===== src/rtl/core_alu_pkg.sv =====
// Shared ALU opcodes, status-flag bit positions and per-op flag-affect table.
package core_alu_pkg;

    typedef enum logic [3:0] {
        control_nop     = 4'd0,
        control_adc     = 4'd1,
        control_sbc     = 4'd2,
        control_and     = 4'd3,
        control_ora     = 4'd4,
        control_eor     = 4'd5,
        control_asl     = 4'd6,
        control_lsr     = 4'd7,
        control_rol     = 4'd8,
        control_ror     = 4'd9,
        control_inc     = 4'd10,
        control_dec     = 4'd11,
        control_cmp     = 4'd12,
        control_bit     = 4'd13,
        control_ld      = 4'd14,
        control_nop_alt = 4'd15
    } control_type;

    localparam int unsigned FLAG_C = 0;
    localparam int unsigned FLAG_Z = 1;
    localparam int unsigned FLAG_I = 2;
    localparam int unsigned FLAG_D = 3;
    localparam int unsigned FLAG_B = 4;
    localparam int unsigned FLAG_V = 6;
    localparam int unsigned FLAG_N = 7;

    // Bit positions inside the 4-bit {N,V,Z,C} mask/flag bundle
    localparam int unsigned MSK_C = 0;
    localparam int unsigned MSK_Z = 1;
    localparam int unsigned MSK_V = 2;
    localparam int unsigned MSK_N = 3;

    function automatic logic [3:0] flag_affect(control_type op);
        logic [3:0] aff;
        aff = 4'b0000;
        unique case (op)
            control_adc, control_sbc: aff = 4'b1111;
            control_and, control_ora, control_eor,
            control_inc, control_dec, control_ld: aff = 4'b1010;
            control_asl, control_lsr, control_rol,
            control_ror, control_cmp: aff = 4'b1011;
            control_bit: aff = 4'b1110;
            default: aff = 4'b0000;
        endcase
        return aff;
    endfunction

endpackage


===== src/rtl/core_alu_unit_register.sv =====
// Enable-gated register with asynchronous active-low clear to zero.
module core_alu_unit_register #(
    parameter int W = 8
) (
    input  logic         I_clock,
    input  logic         I_reset,
    input  logic         I_enable,
    input  logic [W-1:0] I_data,
    output logic [W-1:0] O_data
);

    always_ff @(posedge I_clock or negedge I_reset) begin
        if (!I_reset) begin
            O_data <= '0;
        end else if (I_enable) begin
            O_data <= I_data;
        end
    end

endmodule


===== src/rtl/core_alu_unit.sv =====
// 8-bit 2A03-style ALU with per-flag write mask.
// Define CORE_ALU_OUTREG_EN for an enable-gated registered output stage.
module core_alu_unit #(
    parameter int WIDTH = 8
) (
    input  logic             I_clock,
    input  logic             I_reset,
    input  logic             I_enable,
    input  logic [3:0]       I_control,
    input  logic [3:0]       I_mask_p,
    input  logic [WIDTH-1:0] I_lhs,
    input  logic [WIDTH-1:0] I_rhs,
    input  logic             I_carry,
    input  logic             I_overflow,
    input  logic             I_sign,
    input  logic             I_zero,
    output logic [WIDTH-1:0] O_result,
    output logic             O_carry,
    output logic             O_overflow,
    output logic             O_sign,
    output logic             O_zero
);

    import core_alu_pkg::*;

    control_type      op;
    logic [WIDTH-1:0] op2;
    logic             cin;
    logic [WIDTH:0]   sum;
    logic [WIDTH-1:0] res;
    logic [3:0]       fl_in;
    logic [3:0]       calc;
    logic [3:0]       upd;
    logic [3:0]       fl_out;

    assign op    = control_type'(I_control);
    assign fl_in = {I_sign, I_overflow, I_zero, I_carry};

    // cmp reuses the adder as lhs + ~rhs + 1 so C is the no-borrow bit
    assign op2 = (op == control_sbc || op == control_cmp) ? ~I_rhs : I_rhs;
    assign cin = (op == control_cmp) ? 1'b1 : I_carry;
    assign sum = {1'b0, I_lhs} + {1'b0, op2} + {{WIDTH{1'b0}}, cin};

    always_comb begin
        res  = I_lhs;
        calc = fl_in;
        unique case (op)
            control_adc, control_sbc: begin
                res         = sum[WIDTH-1:0];
                calc[MSK_C] = sum[WIDTH];
                calc[MSK_V] = ~(I_lhs[WIDTH-1] ^ op2[WIDTH-1])
                            & (I_lhs[WIDTH-1] ^ sum[WIDTH-1]);
            end
            control_and: res = I_lhs & I_rhs;
            control_ora: res = I_lhs | I_rhs;
            control_eor: res = I_lhs ^ I_rhs;
            control_asl: begin
                res         = {I_lhs[WIDTH-2:0], 1'b0};
                calc[MSK_C] = I_lhs[WIDTH-1];
            end
            control_lsr: begin
                res         = {1'b0, I_lhs[WIDTH-1:1]};
                calc[MSK_C] = I_lhs[0];
            end
            control_rol: begin
                res         = {I_lhs[WIDTH-2:0], I_carry};
                calc[MSK_C] = I_lhs[WIDTH-1];
            end
            control_ror: begin
                res         = {I_carry, I_lhs[WIDTH-1:1]};
                calc[MSK_C] = I_lhs[0];
            end
            control_inc: res = I_lhs + WIDTH'(1);
            control_dec: res = I_lhs - WIDTH'(1);
            control_ld:  res = I_rhs;
            default: res = I_lhs;
        endcase

        unique case (op)
            control_cmp: begin
                calc[MSK_C] = sum[WIDTH];
                calc[MSK_N] = sum[WIDTH-1];
                calc[MSK_Z] = (I_lhs == I_rhs);
            end
            control_bit: begin
                calc[MSK_Z] = ((I_lhs & I_rhs) == '0);
                calc[MSK_N] = I_rhs[WIDTH-1];
                calc[MSK_V] = I_rhs[WIDTH-2];
            end
            default: begin
                calc[MSK_N] = res[WIDTH-1];
                calc[MSK_Z] = (res == '0);
            end
        endcase
    end

    assign upd    = I_mask_p & flag_affect(op);
    assign fl_out = (upd & calc) | (~upd & fl_in);

`ifdef CORE_ALU_OUTREG_EN
    logic [3:0] fl_q;

    core_alu_unit_register #(.W(WIDTH)) u_res_reg (
        .I_clock  (I_clock),
        .I_reset  (I_reset),
        .I_enable (I_enable),
        .I_data   (res),
        .O_data   (O_result)
    );

    core_alu_unit_register #(.W(4)) u_flag_reg (
        .I_clock  (I_clock),
        .I_reset  (I_reset),
        .I_enable (I_enable),
        .I_data   (fl_out),
        .O_data   (fl_q)
    );

    assign {O_sign, O_overflow, O_zero, O_carry} = fl_q;
`else
    logic unused_ctl;
    assign unused_ctl = ^{I_clock, I_reset, I_enable};

    assign O_result = res;
    assign {O_sign, O_overflow, O_zero, O_carry} = fl_out;
`endif

endmodule


===== config.mk =====
export PLATFORM = sky130hd
export DESIGN_NAME = core_alu_unit
export DESIGN_NICKNAME = d
export VERILOG_FILES = /design/src/rtl/core_alu_pkg.sv /design/src/rtl/core_alu_unit_register.sv /design/src/rtl/core_alu_unit.sv
export SDC_FILE = /design/constraint.sdc
export NUM_CORES = 1
export LEC_CHECK = 0
export ABC_CLOCK_PERIOD_IN_PS = 3900
export BUFFER_PORTS_ARGS = -buffer_cell sky130_fd_sc_hd__clkbuf_2
export CORE_MARGIN = 1.5
export CORE_UTILIZATION = 35
export DETAILED_ROUTE_END_ITERATION = 16
export PLACE_DENSITY = 0.61
export SETUP_SLACK_MARGIN = 0.2
export SLEW_MARGIN = 10
export SYNTH_ARGS = -nofsm -noshare
export SYNTH_HDL_FRONTEND = slang
export SYNTH_SLANG_ARGS = --single-unit

===== constraint.sdc =====
create_clock -name vclk -period 3.9
set_input_delay 0.195 -clock vclk [all_inputs]
set_output_delay 0.195 -clock vclk [all_outputs]
set_load 0.005 [all_outputs]

Yosys cells after proc, flatten, opt, wreduce, memory -nomap -nowiden
Memories as Yosys holds them, arrays and structs flattened.
Index checks and enable logic that the tools add are counted.
{ "classes": {"bitwise_logic": 13, "reduce_logical": 6, "add_sub_neg": 4, "muxes": 9, "eq_ne": 15} }
{ "op_table": {"columns": ["operator", "count"], "rows": [
  ["$pmux W8 S11", 1],
  ["$eq A4 B4 Y1 const B", 7],
  ["$eq A4 B3 Y1 const B", 4],
  ["$logic_not A8 Y1", 2],
  ["$and A4 B4 Y4", 3],
  ["$add A8 B8 Y9", 1],
  ["$add A9 B1 Y9", 1],
  ["$add A8 B1 Y8 const B", 1],
  ["$and A8 B8 Y8", 1],
  ["$eq A4 B2 Y1 const B", 2],
  ["$eq A8 B8 Y1", 1],
  ["$mux W8", 1],
  ["$not A8 Y8", 1],
  ["$or A8 B8 Y8", 1],
  ["$sub A8 B1 Y8 const B", 1],
  ["$xor A8 B8 Y8", 1],
  ["$reduce_or A2 Y1", 3],
  ["$eq A4 B1 Y1 const B", 1],
  ["$mux W1", 4],
  ["$not A4 Y4", 1],
  ["$or A4 B4 Y4", 1],
  ["$pmux W1 S2", 2],
  ["$pmux W1 S3", 1],
  ["$xor A1 B1 Y1", 2],
  ["other kinds (3)", 3]
]} }
{ "word_totals": {"inputBits": 31, "out_inout_bits": 12, "elab_cells": 48, "regBits": 0, "romBits": 64, "mem_count": 1} }
{ "mem_list": {"columns": ["name", "words", "width", "rd", "rd_clocked_by_memory_dff", "wr", "line", "rtl"], "rows": [
  ["(name not given)", 16, 4, 1, 0, 0, "core_alu_pkg.sv:40", "unique case (op)"]
]} }

Logic depth before layout (Yosys ltp)
{ "depth": {"depth_word": 11, "depth_mapped": 16, "depth_no_buf": 14} }

Worst setup path before layout
Ideal clock, no wire load.
{ "synth_path": {"kind": "input to output", "start": "in I_control[3]", "end": "out O_zero", "stages": 15, "path_buffers": 4, "slack_ps": -266, "t_required_ps": 3705, "t_arrival_ps": 3971, "cell_sequence": "buf_2 > buf_2 > buf_1 > and3_1 > clkbuf_1 > a21oi_1 > xnor2_1 > fa_1 > a211oi_1 > nor3b_1 > o41ai_1 > mux2i_1 > o31ai_1 > a211oi_1 > a2111oi_2"} }
{ "synth_via": {"elab_chain_len": 10, "elab_cells_between_ends": 29, "cone_classes": "2 x add/sub; 14 x eq/ne; 4 x mux; 5 x bitwise; 3 x reduce/logical; 1 x memory"} }
{ "synth_lines": {"columns": ["element", "line", "rtl"], "rows": [
  ["start: declaration", "core_alu_unit.sv:9", "input logic [3:0] I_control,"],
  ["$eq A4 B2 Y1 or $eq A4 B4 Y1 (tied branches)", null, null],
  ["$logic_or A1 B1 Y1", "core_alu_unit.sv:40", "assign op2 = (op == control_sbc || op == control_cmp) ? ~I_rhs : I_rhs;"],
  ["$mux W8", "core_alu_unit.sv:40", null],
  ["$add A8 B8 Y9", "core_alu_unit.sv:42", "assign sum = {1'b0, I_lhs} + {1'b0, op2} + {{WIDTH{1'b0}}, cin};"],
  ["$add A9 B1 Y9", "core_alu_unit.sv:42", null],
  ["$pmux W8 S11", "core_alu_unit.sv:47", "unique case (op)"],
  ["$logic_not A8 Y1", "core_alu_unit.sv:92", "calc[MSK_Z] = (res == '0);"],
  ["$pmux W1 S2", "core_alu_unit.sv:79", "unique case (op)"],
  ["$and A4 B4 Y4", "core_alu_unit.sv:98", "assign fl_out = (upd & calc) | (~upd & fl_in);"],
  ["$or A4 B4 Y4 (*)", "core_alu_unit.sv:98", null],
  ["end: declaration", "core_alu_unit.sv:21", "output logic O_zero"]
]} }
Mark *: on every way between the ends. The rest lies on a longest branch, timed or not.

Worst setup path after layout
{ "layout_path": {"start": "in I_control[1]", "end": "out O_zero"} }
Same word-level chain as after synthesis.

==> flow_summary.ini <==
[floorplan]
boundaryPins = 43
core-area_sq_um = 5920
rows = 28
die_y_um = 81.3
dieArea_sq_um = 6600
start_util_pct = 36.2
dieWidth_um = 81.3

[critical_path]
critPathRequiredTime_ps = 3700
worst_path_most_repeated_cell = fa_2
crit_chain = clkbuf_2 -> inv_1 -> ha_2 -> and3_4 -> a21oi_4 -> xnor2_1 -> fa_2 -> fa_2 -> xnor2_2 -> nor3_1 -> and4b_1 -> nand3_1 -> a31oi_2 -> nand4bb_1 -> a2111oi_2 -> buf_2
path_buf_inv = 3
slowest_delay_ps = 440
worstSetupEndpointType = primary output
cp.arrival_ps = 3340
path_class = in2out
critical_path.top_delay_family = adder cells
critPathMaxFanout = 3
start_kind = primary input
crit_slowest_cell = fa_2

[synth]
syn_area_sq_um = 2140
synth_top_area_cell = ha_1
avgSynthCellArea_sq_um = 6.72
ys_seq_area_share_pct = 0
synth_cells = 319
yosys_warnings = 0
synth_nets = 381
synth_cell_types = 63
synth_area_leaders = ha_1, xnor2_1, o21ai_0
netlist.area_leader.share_pct = 16.9

[timing]
worst_hold_slack_ps = 692
slew_headroom_pct = 54.5
post-route-period-util_pct = 90.6
hold_viol_final = 0
tns_ps = 0
max_freq_mhz = 283
rsz0062_at_grt = yes
min_period_ps = 3530
tightestPinTransition_ps = 673
slew_viol_final = 0
setup_viol_count_final = 0

[global_routing]
use_met3_pct = 2.92
grt-ovfl-total = 0
grt_max_degree = 34
grt_pass1_wl_um = 12400
met1_usage_pct = 32.2
grt_use_total_pct = 23.9
grt-busiest-layer = met2
grt_pass1_vias = 2402
antenna_found_initial = 0
grt_util_met2_pct = 37.5

[layout]
nClkBuffers = 0
final_util_pct = 43.7
area_growth_pct = 20.8
nNetsFinal = 420
mostFrequentLayoutCells = clkbuf_2, ha_1, nor2_1
layout_commonest_cell = clkbuf_2
drive_gt1_share_pct = 24.4
final-seq-area_sq_um = 0
seq_cell_count = 0
diodes = 0

[placed_design]
hpwl_um = 5880
port_buffers = 40
place_congestion = 0.959

[power]
power.internal_uw = 165
p_seq_share_pct = 0
switchingPower_uw = 219
cellLeakagePower_nw = 1.14
clkPwrFrac_pct = 0
ir_drop_v = 0.0000594
p_comb_share_pct = 100.0
power.share.switching_pct = 57.1
finalPower_uw = 384
powerDensity_nw_per_um2 = 148

[detailed_routing]
wire_per_inst_um = 18.2
drt_pass1_iterations = 5
drc = 0
drt_iter0_markers = 313
wl_um = 7860
vias = 2663
via_per_inst = 6.18
ant_nets = 0

[run_status]
status = complete, no violations

[flow_run]
maxCapViolations = 0

[clocking]
hold_buffers = 0

[hold_path]
hp-class = in2out
cell usage after synthesis (all sizes together) (5+ instances only):
master,instances
o211ai,5
inv,23
nor3,12
ha,29
nand3,15
xnor2,14
nor4,5
clkbuf,12
nor2,26
buf,11
nand4,5
o21ai,21
a21oi,17
nand2b,9
a22oi,9
and3,6
nand2,20
what timing repair did:
action / CTS / global route
buffers inserted: 0 / 1
setup endpoints to repair: 2 / 2
cloned: 0 / 0
pin swaps: 2 / 7
gates resized for setup: 7 / 11
hold endpoints to repair: 0 / 0
path summary, 6_finish.rpt:
check	end	cells past startpoint	start
max	O_zero	16	I_control[1]
min	O_overflow	4	I_overflow
area by class of cell:
| type | instances | area (sq um) |
|---|---|---|
| Fill cell | 614 | 3330 |
| Tap cell | 75 | 93.8 |
| Timing Repair Buffer | 60 | 350 |
| Multi-Input combinational cell | 273 | 2060 |
| Inverter | 23 | 86.3 |
stage by stage:
step	instances	setup WS [ps]	instance area [sq um]
2_1_floorplan	319	239	2170
3_3_place_gp	430	8.03	2500
3_5_place_dp	430	7.83	2500
4_1_cts	430	220	2530
5_1_grt	431	180	2590
6_report	431	368	2590
worst min-delay path, cell delays in order:
cell      delay, ps
clkbuf_2         70
o21ai_0          60
o21ai_0          70
clkbuf_2        110
power groups by stage:
| stage | clock, mW | sequential [mW] | combinational, mW |
|---|---|---|---|
| after floorplan | 0 | 0 | 0.235 |
| after global placement | 0 | 0 | 0.352 |
| after detailed placement | 0 | 0 | 0.353 |
| after CTS | 0 | 0 | 0.364 |
| after global routing | 0 | 0 | 0.422 |
| final | 0 | 0 | 0.384 |
routing by layer:
layer / part of all wire (%) / up-vias
met5: 0 / -
met3: 8.1 / 24
li1: - / 1274
met2: 44 / 153
met4: 4.2 / 0
met1: 44 / 1212
logic make-up after synthesis:
| kind of cell | count (synthesis) | synth area share [%] |
|---|---|---|
| AOI/OAI and AO/OA | 100 | 33.0 |
| xor gates and xnor gates | 14 | 5.72 |
| adders and majority gates | 31 | 18.8 |
| buffers and inverters | 46 | 8.99 |
| muxes | 6 | 2.92 |
| and+or+nand+nor | 122 | 30.6 |
Note: power is estimated with default switching activity, not from simulation.
